===== src/rtl/run_ctrl_pkg.sv =====
// Shared definitions for the simulation run controller.
// Holds the FSM state encoding and the default pass/fail PCs and signature
// register index used by sim_run_controller.
package run_ctrl_pkg;

  typedef enum logic [2:0] {
    StHold    = 3'd0,
    StRun     = 3'd1,
    StPass    = 3'd2,
    StFail    = 3'd3,
    StTimeout = 3'd4
  } run_state_e;

  localparam logic [31:0] DefaultPassPc = 32'h0000_0040;
  localparam logic [31:0] DefaultFailPc = 32'h0000_0044;
  localparam int unsigned DefaultSigReg = 10;

endpackage


===== src/rtl/sat_counter.sv =====
// Saturating up-counter.
// Ports:
//   clk  - clock
//   rst  - asynchronous active-high reset, clears q
//   clr  - synchronous clear (wins over en)
//   en   - increment; holds at all-ones once reached
//   q    - count value
module sat_counter #(
  parameter int unsigned W = 32
) (
  input  logic         clk,
  input  logic         rst,
  input  logic         clr,
  input  logic         en,
  output logic [W-1:0] q
);

  logic [W-1:0] q_q, q_d;

  always_comb begin
    q_d = q_q;
    if (clr) begin
      q_d = '0;
    end else if (en && (q_q != '1)) begin
      q_d = q_q + 1'b1;
    end
  end

  always_ff @(posedge clk or posedge rst) begin
    if (rst) begin
      q_q <= '0;
    end else begin
      q_q <= q_d;
    end
  end

  assign q = q_q;

endmodule


===== src/rtl/sim_run_controller.sv =====
// Simulation run controller: holds the core in reset for RST_CYCLES, then
// watches retired instructions and write-backs to decide pass, fail or timeout.
// Ports:
//   clk, rst                 - clock, asynchronous active-high reset
//   core_rst                 - reset to the core pipeline (high in HOLD)
//   retire_valid, retire_pc  - retirement stream from the core
//   wb_en, wb_rd, wb_data    - register write-back stream
//   state                    - current FSM state encoding
//   cycle_count, instr_count - RUN cycles and RUN retires (saturating)
//   signature                - last value written to SIG_REG
//   done, pass, fail, timeout- registered sticky verdicts
module sim_run_controller
  import run_ctrl_pkg::*;
#(
  parameter int unsigned      XLEN        = 32,
  parameter int unsigned      CNT_W       = 32,
  parameter int unsigned      RST_CYCLES  = 2,
  parameter int unsigned      MAX_CYCLES  = 20,
  parameter logic [XLEN-1:0]  PASS_PC     = DefaultPassPc,
  parameter logic [XLEN-1:0]  FAIL_PC     = DefaultFailPc,
  parameter int unsigned      HALT_REPEAT = 3,
  parameter int unsigned      SIG_REG     = DefaultSigReg
) (
  input  logic             clk,
  input  logic             rst,
  output logic             core_rst,
  input  logic             retire_valid,
  input  logic [XLEN-1:0]  retire_pc,
  input  logic             wb_en,
  input  logic [4:0]       wb_rd,
  input  logic [XLEN-1:0]  wb_data,
  output logic [2:0]       state,
  output logic [CNT_W-1:0] cycle_count,
  output logic [CNT_W-1:0] instr_count,
  output logic [XLEN-1:0]  signature,
  output logic             done,
  output logic             pass,
  output logic             fail,
  output logic             timeout
);

  run_state_e      state_q, state_d;
  logic [7:0]      hold_cnt_q, hold_cnt_d;
  logic [3:0]      rep_cnt_q, rep_cnt_d;
  logic [XLEN-1:0] last_pc_q, last_pc_d;
  logic [XLEN-1:0] signature_q, signature_d;
  logic            done_q, done_d;
  logic            pass_q, pass_d;
  logic            fail_q, fail_d;
  logic            timeout_q, timeout_d;

  logic in_run, sig_wr, fail_hit, pass_hit, halt_hit, timeout_hit;

  assign in_run      = (state_q == StRun);
  assign sig_wr      = in_run && wb_en && (wb_rd == 5'(SIG_REG)) && (wb_rd != 5'd0);
  assign fail_hit    = retire_valid && (retire_pc == FAIL_PC);
  assign pass_hit    = retire_valid && (retire_pc == PASS_PC);
  assign timeout_hit = (cycle_count == CNT_W'(MAX_CYCLES - 1));

  // Cycle counter stops at MAX_CYCLES-1 so it reads the value that triggered the timeout.
  sat_counter #(.W(CNT_W)) u_cycle_cnt (
    .clk (clk),
    .rst (rst),
    .clr (state_q == StHold),
    .en  (in_run && !timeout_hit),
    .q   (cycle_count)
  );

  sat_counter #(.W(CNT_W)) u_instr_cnt (
    .clk (clk),
    .rst (rst),
    .clr (state_q == StHold),
    .en  (in_run && retire_valid),
    .q   (instr_count)
  );

  always_comb begin
    state_d     = state_q;
    hold_cnt_d  = hold_cnt_q;
    rep_cnt_d   = rep_cnt_q;
    last_pc_d   = last_pc_q;
    signature_d = signature_q;
    halt_hit    = 1'b0;

    unique case (state_q)
      StHold: begin
        if (hold_cnt_q == 8'(RST_CYCLES - 1)) begin
          state_d    = StRun;
          hold_cnt_d = '0;
        end else begin
          hold_cnt_d = hold_cnt_q + 8'd1;
        end
      end
      StRun: begin
        if (sig_wr) begin
          signature_d = wb_data;
        end
        // Non-retire cycles leave the repeat run untouched.
        if (retire_valid) begin
          last_pc_d = retire_pc;
          rep_cnt_d = ((rep_cnt_q != 4'd0) && (retire_pc == last_pc_q)) ?
                      rep_cnt_q + 4'd1 : 4'd1;
          halt_hit  = (rep_cnt_d == 4'(HALT_REPEAT));
        end
        if (fail_hit) begin
          state_d = StFail;
        end else if (pass_hit) begin
          state_d = StPass;
        end else if (halt_hit) begin
          // Verdict uses the signature including a same-cycle write.
          state_d = (signature_d == '0) ? StPass : StFail;
        end else if (timeout_hit) begin
          state_d = StTimeout;
        end
      end
      default: ;
    endcase

    pass_d    = (state_d == StPass);
    fail_d    = (state_d == StFail);
    timeout_d = (state_d == StTimeout);
    done_d    = pass_d || fail_d || timeout_d;
  end

  always_ff @(posedge clk or posedge rst) begin
    if (rst) begin
      state_q     <= StHold;
      hold_cnt_q  <= '0;
      rep_cnt_q   <= '0;
      last_pc_q   <= '0;
      signature_q <= '0;
      done_q      <= 1'b0;
      pass_q      <= 1'b0;
      fail_q      <= 1'b0;
      timeout_q   <= 1'b0;
    end else begin
      state_q     <= state_d;
      hold_cnt_q  <= hold_cnt_d;
      rep_cnt_q   <= rep_cnt_d;
      last_pc_q   <= last_pc_d;
      signature_q <= signature_d;
      done_q      <= done_d;
      pass_q      <= pass_d;
      fail_q      <= fail_d;
      timeout_q   <= timeout_d;
    end
  end

  assign core_rst  = (state_q == StHold);
  assign state     = state_q;
  assign signature = signature_q;
  assign done      = done_q;
  assign pass      = pass_q;
  assign fail      = fail_q;
  assign timeout   = timeout_q;

endmodule


===== config.mk =====
export PLATFORM = sky130hd
export DESIGN_NAME = sim_run_controller
export DESIGN_NICKNAME = d
export VERILOG_FILES = /design/src/rtl/run_ctrl_pkg.sv /design/src/rtl/sat_counter.sv /design/src/rtl/sim_run_controller.sv
export SDC_FILE = /design/constraint.sdc
export NUM_CORES = 1
export LEC_CHECK = 0
export BUFFER_PORTS_ARGS = -buffer_cell sky130_fd_sc_hd__buf_2
export CAP_MARGIN = 25
export CORE_ASPECT_RATIO = 1.25
export CORE_MARGIN = 1.5
export CORE_UTILIZATION = 59
export CTS_CLUSTER_DIAMETER = 50
export DETAILED_ROUTE_END_ITERATION = 7
export PLACE_DENSITY = 0.86
export SYNTH_ARGS = -nofsm -noshare
export SYNTH_HDL_FRONTEND = slang
export SYNTH_HIERARCHICAL = 1
export SYNTH_SLANG_ARGS = --single-unit

===== constraint.sdc =====
create_clock -name clk -period 6.1 [get_ports clk]
set_input_delay 0.915 -clock clk [delete_from_list [all_inputs] [get_ports clk]]
set_output_delay 0.915 -clock clk [all_outputs]
set_load 0.02 [all_outputs]

# --- After elaboration in Yosys (flattened, before gate mapping) ---
# Index checks and enable logic that the tools add are counted.
word_totals:
  ff_bits: 147
  latchBits: 0
  ramBits: 0
  rom_bits: 0
  mem_count: 0
op_classes:
  add_sub_neg: 4
  n_mul: 0
  div_mod_pow: 0
  order_cmp: 0
  eq_ne: 13
  n_shift: 0
  muxes: 17
  n_bitwise: 0
  reduce_logical: 20
ops:
  columns: ["operator", "n"]
  rows:
  - ["$mux 32", 6]
  - ["$add 32x1->32 const B", 2]
  - ["$eq 32x7->1 const B", 2]
  - ["$ne 32x32->1 const B", 2]
  - ["$eq 32x32->1", 1]
  - ["$eq 32x5->1 const B", 1]
  - ["$logic_not 32->1", 1]
  - ["$mux 3", 5]
  - ["$logic_and 1x1->1", 10]
  - ["$add 8x1->8 const B", 1]
  - ["$eq 8x1->1 const B", 1]
  - ["$mux 8", 1]
  - ["$eq 3x2->1 const B", 2]
  - ["$pmux 3 s2", 1]
  - ["$eq 5x4->1 const B", 1]
  - ["$reduce_bool 5->1", 1]
  - ["$add 4x1->4 const B", 1]
  - ["$eq 4x2->1 const B", 1]
  - ["$mux 4", 1]
  - ["$reduce_bool 2->1", 2]
  - ["$reduce_bool 4->1", 1]
  - ["$eq 3x1->1 const B", 1]
  - ["$eq 3x3->1 const B", 1]
  - ["$logic_not 3->1", 1]
  - ["other kinds (4)", 7]

# --- Depth between registers and ports, before layout ---
logic_depth:
  ltp_word: 15
  ltp_mapped: 11
  depth_no_buf: 9

# --- Modules after synthesis ---
# The synthesis kept the hierarchy.
modules_own_cells:
  columns: ["module", "n_inst", "cells_each", "area_each_um2", "seq_area_each_um2"]
  rows:
  - ["sim_run_controller", 1, 398, 4103.9, 2077.0]
  - ["sat_counter", 2, 186, 1740.4, 800.8]

# --- Worst setup path after synthesis ---
# Ideal clock, no wire load.
synth_timing:
  path_type: "in2reg"
  startpoint: "input retire_valid"
  endpoint: "register u_instr_cnt.q_q[19] (netlist: u_instr_cnt/q[19])"
  setup_ns: 0.078
  arrival_time_ns: 2.940
  t_required_ns: 6.022
  path_slack_ns: 3.082
  stages: 9
  path_buffers: 2
  cell_sequence: "nand2_1 -> inv_2 -> buf_1 -> nand4_1 -> nor3_1 -> o311ai_1 -> buf_2 -> or4_1 -> a21oi_1"
synth_via:
  elab_chain_cells: 3
synth_rtl:
  columns: ["element", "line", "rtl"]
  rows:
  - ["start: declaration", "sim_run_controller.sv:27", "input logic retire_valid,"]
  - ["$logic_and 1x1->1", "sim_run_controller.sv:73", ".en (in_run && retire_valid),"]
  - ["$logic_and 1x1->1", "sat_counter.sv:24", "end else if (en && (q_q != '1)) begin"]
  - ["$reduce_bool 2->1 (no line)", null, null]
  - ["end signal: assignment", "sat_counter.sv:33", "q_q <= q_d;"]
  - ["end: declaration", "sat_counter.sv:18", "logic [W-1:0] q_q, q_d;"]
# No other way between the ends.
# A chain may end at the register's enable or synchronous reset.

# --- Worst setup path after layout ---
layout_timing:
  startpoint: "register state_q[0] (netlist: state[0])"
  endpoint: "register u_instr_cnt.q_q[14] (netlist: u_instr_cnt/q[14])"
layout_via:
  elab_chain_cells: 4
layout_rtl:
  columns: ["element", "line", "rtl"]
  rows:
  - ["start: declaration", "sim_run_controller.sv:42", "run_state_e state_q, state_d;"]
  - ["start signal: assignment", "sim_run_controller.sv:127", "state_q <= StHold;"]
  - ["start signal: assignment", "sim_run_controller.sv:137", "state_q <= state_d;"]
  - ["$eq 3x1->1", "sim_run_controller.sv:54", "assign in_run = (state_q == StRun);"]
  - ["$logic_and 1x1->1", "sim_run_controller.sv:73", null]
  - ["$logic_and 1x1->1", "sat_counter.sv:24", null]
  - ["$reduce_bool 2->1 (no line)", null, null]
# Parallel ways exist; a longest one is shown, timed or not.

==> results.tsv <==
stage	metric	value	unit
place	Final HPWL DP	12900	microns
final_layout	Final Cell Area	9250	sq um
sta	Final Max Slew Viols	0	
clocking	Root Driver	clkbuf_16	
final_layout	Storage cell area	3680	sq um
sta	Sum Neg Setup Slack	0	ps
power_and_ir_drop	power per cell area	223	nW/um^2
final_layout	share of cells above drive strength 1	28.8	%
setup_path	critical path arrival	3630	ps
clocking	Bufs on Longest Clock Path	2	
synth	Synth Flop Type	dfrtp_1	
floorplanning	I/O pin count	177	
synth	Synth area leaders	dfrtp_1 48%, nand2_1 6.4%, mux2_2 4.8%	
global_routing	Total GRT Usage	27.3	%
final_layout	Util after Layout	73.4	%
clocking	Hold Buf Count CTS	0	
clocking	TritonCTS clock tree	done	
synth	Syn Inst Count	770	
power_and_ir_drop	combinational power share	3.5	%
power_and_ir_drop	Net Sw Frac	21.8	%
power_and_ir_drop	Clk pwr share	49.3	%
power_and_ir_drop	sequential power share	47.2	%
route	drt first pass iters	5	
clocking	CTS resizes	0	
clocking	worst-skew pair later-pin latency	410	ps
clocking	H-tree Lvls	4	
setup_path	worst setup path category	reg -> reg	
final_layout	fin cells	1133	
global_routing	global-route wire length before repair	29900	microns
sta	fmax	303	MHz
synth	top cell type's share of synthesized area	48.5	%
sta	worst-margin pin slew	1020	ps
route	final WL	18300	microns
global_routing	largest net degree at the start of global routing	84	
sta	Finish-stage setup viols	0	
setup_path	CP max FO	38	
clocking	clock slew at reported path FFs	60	ps
status	status	complete, no violations	
setup_path	CP required	6430	ps
final_layout	final net count	1031	
synth	register area share after synthesis	48.5	%
setup_path	CP Launch Type	flop	
sta	worst setup margin	2800	ps
global_routing	vias in the first global route	6304	
sta	RSZ-0062 raised after global routing	no	
run	Max Cap Violations	0	
power_and_ir_drop	P_leak	4.64	nW
synth	post-synthesis cell area	7580	sq um
power_and_ir_drop	P_int	1.62	mW
floorplanning	Die Height	130	microns
min_path	HP Class	reg -> reg	
route	Vias per Instance	6.05	
sta	skew final	8.43	ps
place	Placed Instances	1099	
floorplanning	initial core utilization	60.2	%
power_and_ir_drop	Max IR drop VDD	0.186	mV
synth	library cell with the largest summed area after synthesis	dfrtp_1	
final_layout	antenna fix cells	0	
route	antenna violation net count after detailed routing	0	
synth	Netlist cell types	57	
sta	minimum clock period	3300	ps
final_layout	Multi-input gate area	3700	sq um
synth	syn avg cell area	9.85	sq um
place	pre-CTS setup slack	2760	ps
power_and_ir_drop	Sw Pwr	0.452	mW
floorplanning	CORE AREA	12600	sq um
clocking	cts bufs inserted	17	
floorplanning	Die Wd	104	microns
route	residual DRC count	0	
clocking	clock sinks	147	
synth	FF+latch count, synth	147	
synth	Yosys warnings	6	
route	DR vias	6856	
place	GPL Wtd Cong	0.904	
place	number of port buffers	176	
synth	Mapped Nets	849	
sta	Slew HR	31.2	%
final_layout	Filler cells	971	
route	Avg WL per Cell	16.2	microns
synth	ys async rst share	100	%
clocking	Post-CTS Setup Bufs	0	
route	Starting DRT DRC Count	399	
global_routing	Remaining Overflow, GRT	0	
sta	crit share post-route	54.1	%
final_layout	Area growth syn-to-layout	22.0	%
setup_path	CP Capture Type	flop	
sta	final-report hold violation count	0	
floorplanning	FP Rows	46	
global_routing	initial antenna violation count	0	
floorplanning	die footprint	13500	sq um
synth	number of synthesized flops with an enable pin	0	
place	post-place instance area	8650	sq um
-- kinds of logic after synthesis --
kind of cell	after synthesis	synth area share, %
AOI/OAI and AO/OA	146	12.2
xor gates and xnor gates	45	5.20
adders and majority gates	6	0.990
buffers and inverters	49	2.71
DFF	147	48.5
muxes	34	5.01
and+or+nand+nor	343	25.4
-- cell usage after synthesis, drive strengths merged, types with 3 or more instances --
| library cell | number |
|---|---|
| buf | 13 |
| dfrtp | 147 |
| nor4 | 43 |
| nor4b | 3 |
| and2 | 3 |
| nand3 | 29 |
| o311ai | 4 |
| nand2 | 130 |
| mux2 | 32 |
| xnor2 | 12 |
| or4 | 31 |
| a21o | 3 |
| nor3 | 11 |
| or3 | 27 |
| o21ai | 30 |
| clkbuf | 11 |
| and3 | 8 |
| inv | 25 |
| a21oi | 60 |
| nor2 | 17 |
| o41ai | 5 |
| and4 | 8 |
| xor2 | 33 |
| ha | 6 |
| nand4 | 24 |
| o31ai | 30 |
| o31a | 3 |
-- final timing paths --
path / start / endpoint / slack, ps / cells past startpoint
max: state[0] / u_instr_cnt/q[14] / 2800 / 10
min: hold_cnt_q[7] / hold_cnt_q[7] / 490 / 1
max reg2reg: state[0] / u_instr_cnt/q[14] / 2800 / 10
min reg2reg: hold_cnt_q[7] / hold_cnt_q[7] / 490 / 1
max in group asynchronous: rst / last_pc_q[8] / 4830 / 4
min in group asynchronous: rst / u_instr_cnt/q[5] / 620 / 3
-- flip-flops by register name, summed over array words and instances (netlist names), 3 cells and up --
name,cells
last_pc_q,32
hold_cnt_q,8
signature,32
u_cycle_cnt/q,32
rep_cnt_q,4
state,3
u_instr_cnt/q,32
-- worst max-delay path, stage by stage (launching register included) --
cell	delay, ps
dfrtp_1	520
nor3b_4	360
nand2_1	100
buf_4	260
inv_2	110
buf_4	360
inv_1	130
nor4_1	540
o31ai_1	300
or3_1	370
a21oi_1	160
-- layout make-up --
| cell class | instances | share of cell area, % |
|---|---|---|
| timing repair buffer | 187 | 10.7 |
| clock buffer | 20 | 4.83 |
| clock inverter | 12 | 1.43 |
| multi-input combinational | 574 | 40.0 |
| sequential | 147 | 39.8 |
| tap | 168 | 2.27 |
| inverter | 25 | 1.03 |
-- metal layers --
layer  GRT usage, %  vias to the layer above  part of all wire, %
li1               -                     3240                    -
met1           35.0                     3319                   42
met2           47.0                      274                   51
met3           5.64                       23                  5.8
met4           8.17                        0                  1.4
met5              0                        -                    0
-- stage by stage --
| step | total power, mW | hold slack [ps] |
|---|---|---|
| after floorplan | 1.02 | 438 |
| after global placement | 1.06 | 456 |
| after detailed placement | 1.07 | 480 |
| after CTS | 2.09 | 491 |
| after global routing | 2.13 | 513 |
| final | 2.07 | 486 |
-- cells in the final DEF, fill, tap and decap left out, types with 3 or more instances in the layout --
| cell | instances |
|---|---|
| a21oi_1 | 60 |
| and2_1 | 3 |
| and3_1 | 7 |
| and4_1 | 8 |
| buf_2 | 176 |
| buf_4 | 8 |
| clkbuf_16 | 17 |
| clkinv_2 | 3 |
| clkinvlp_4 | 6 |
| dfrtp_1 | 147 |
| ha_1 | 6 |
| inv_1 | 22 |
| mux2_2 | 32 |
| nand2_1 | 130 |
| nand3_1 | 28 |
| nand4_1 | 21 |
| nand4_2 | 3 |
| nor2_1 | 17 |
| nor3_1 | 10 |
| nor4_1 | 37 |
| nor4_2 | 6 |
| nor4b_1 | 3 |
| o21ai_0 | 29 |
| o31a_1 | 3 |
| o31ai_1 | 30 |
| o41ai_1 | 3 |
| or3_1 | 25 |
| or4_1 | 29 |
| xnor2_1 | 12 |
| xor2_1 | 33 |
-- power by group through the flow --
stage          Combinational, mW  Sequential (mW)  Clock (mW)
2_1_floorplan             0.0279            0.993           0
3_3_place_gp              0.0718            0.993           0
3_5_place_dp              0.0726            0.993           0
4_1_cts                   0.0729            0.975        1.04
5_1_grt                   0.0814            0.975        1.07
6_report                  0.0729            0.975        1.02
Note: power is estimated with default switching activity, not from simulation.
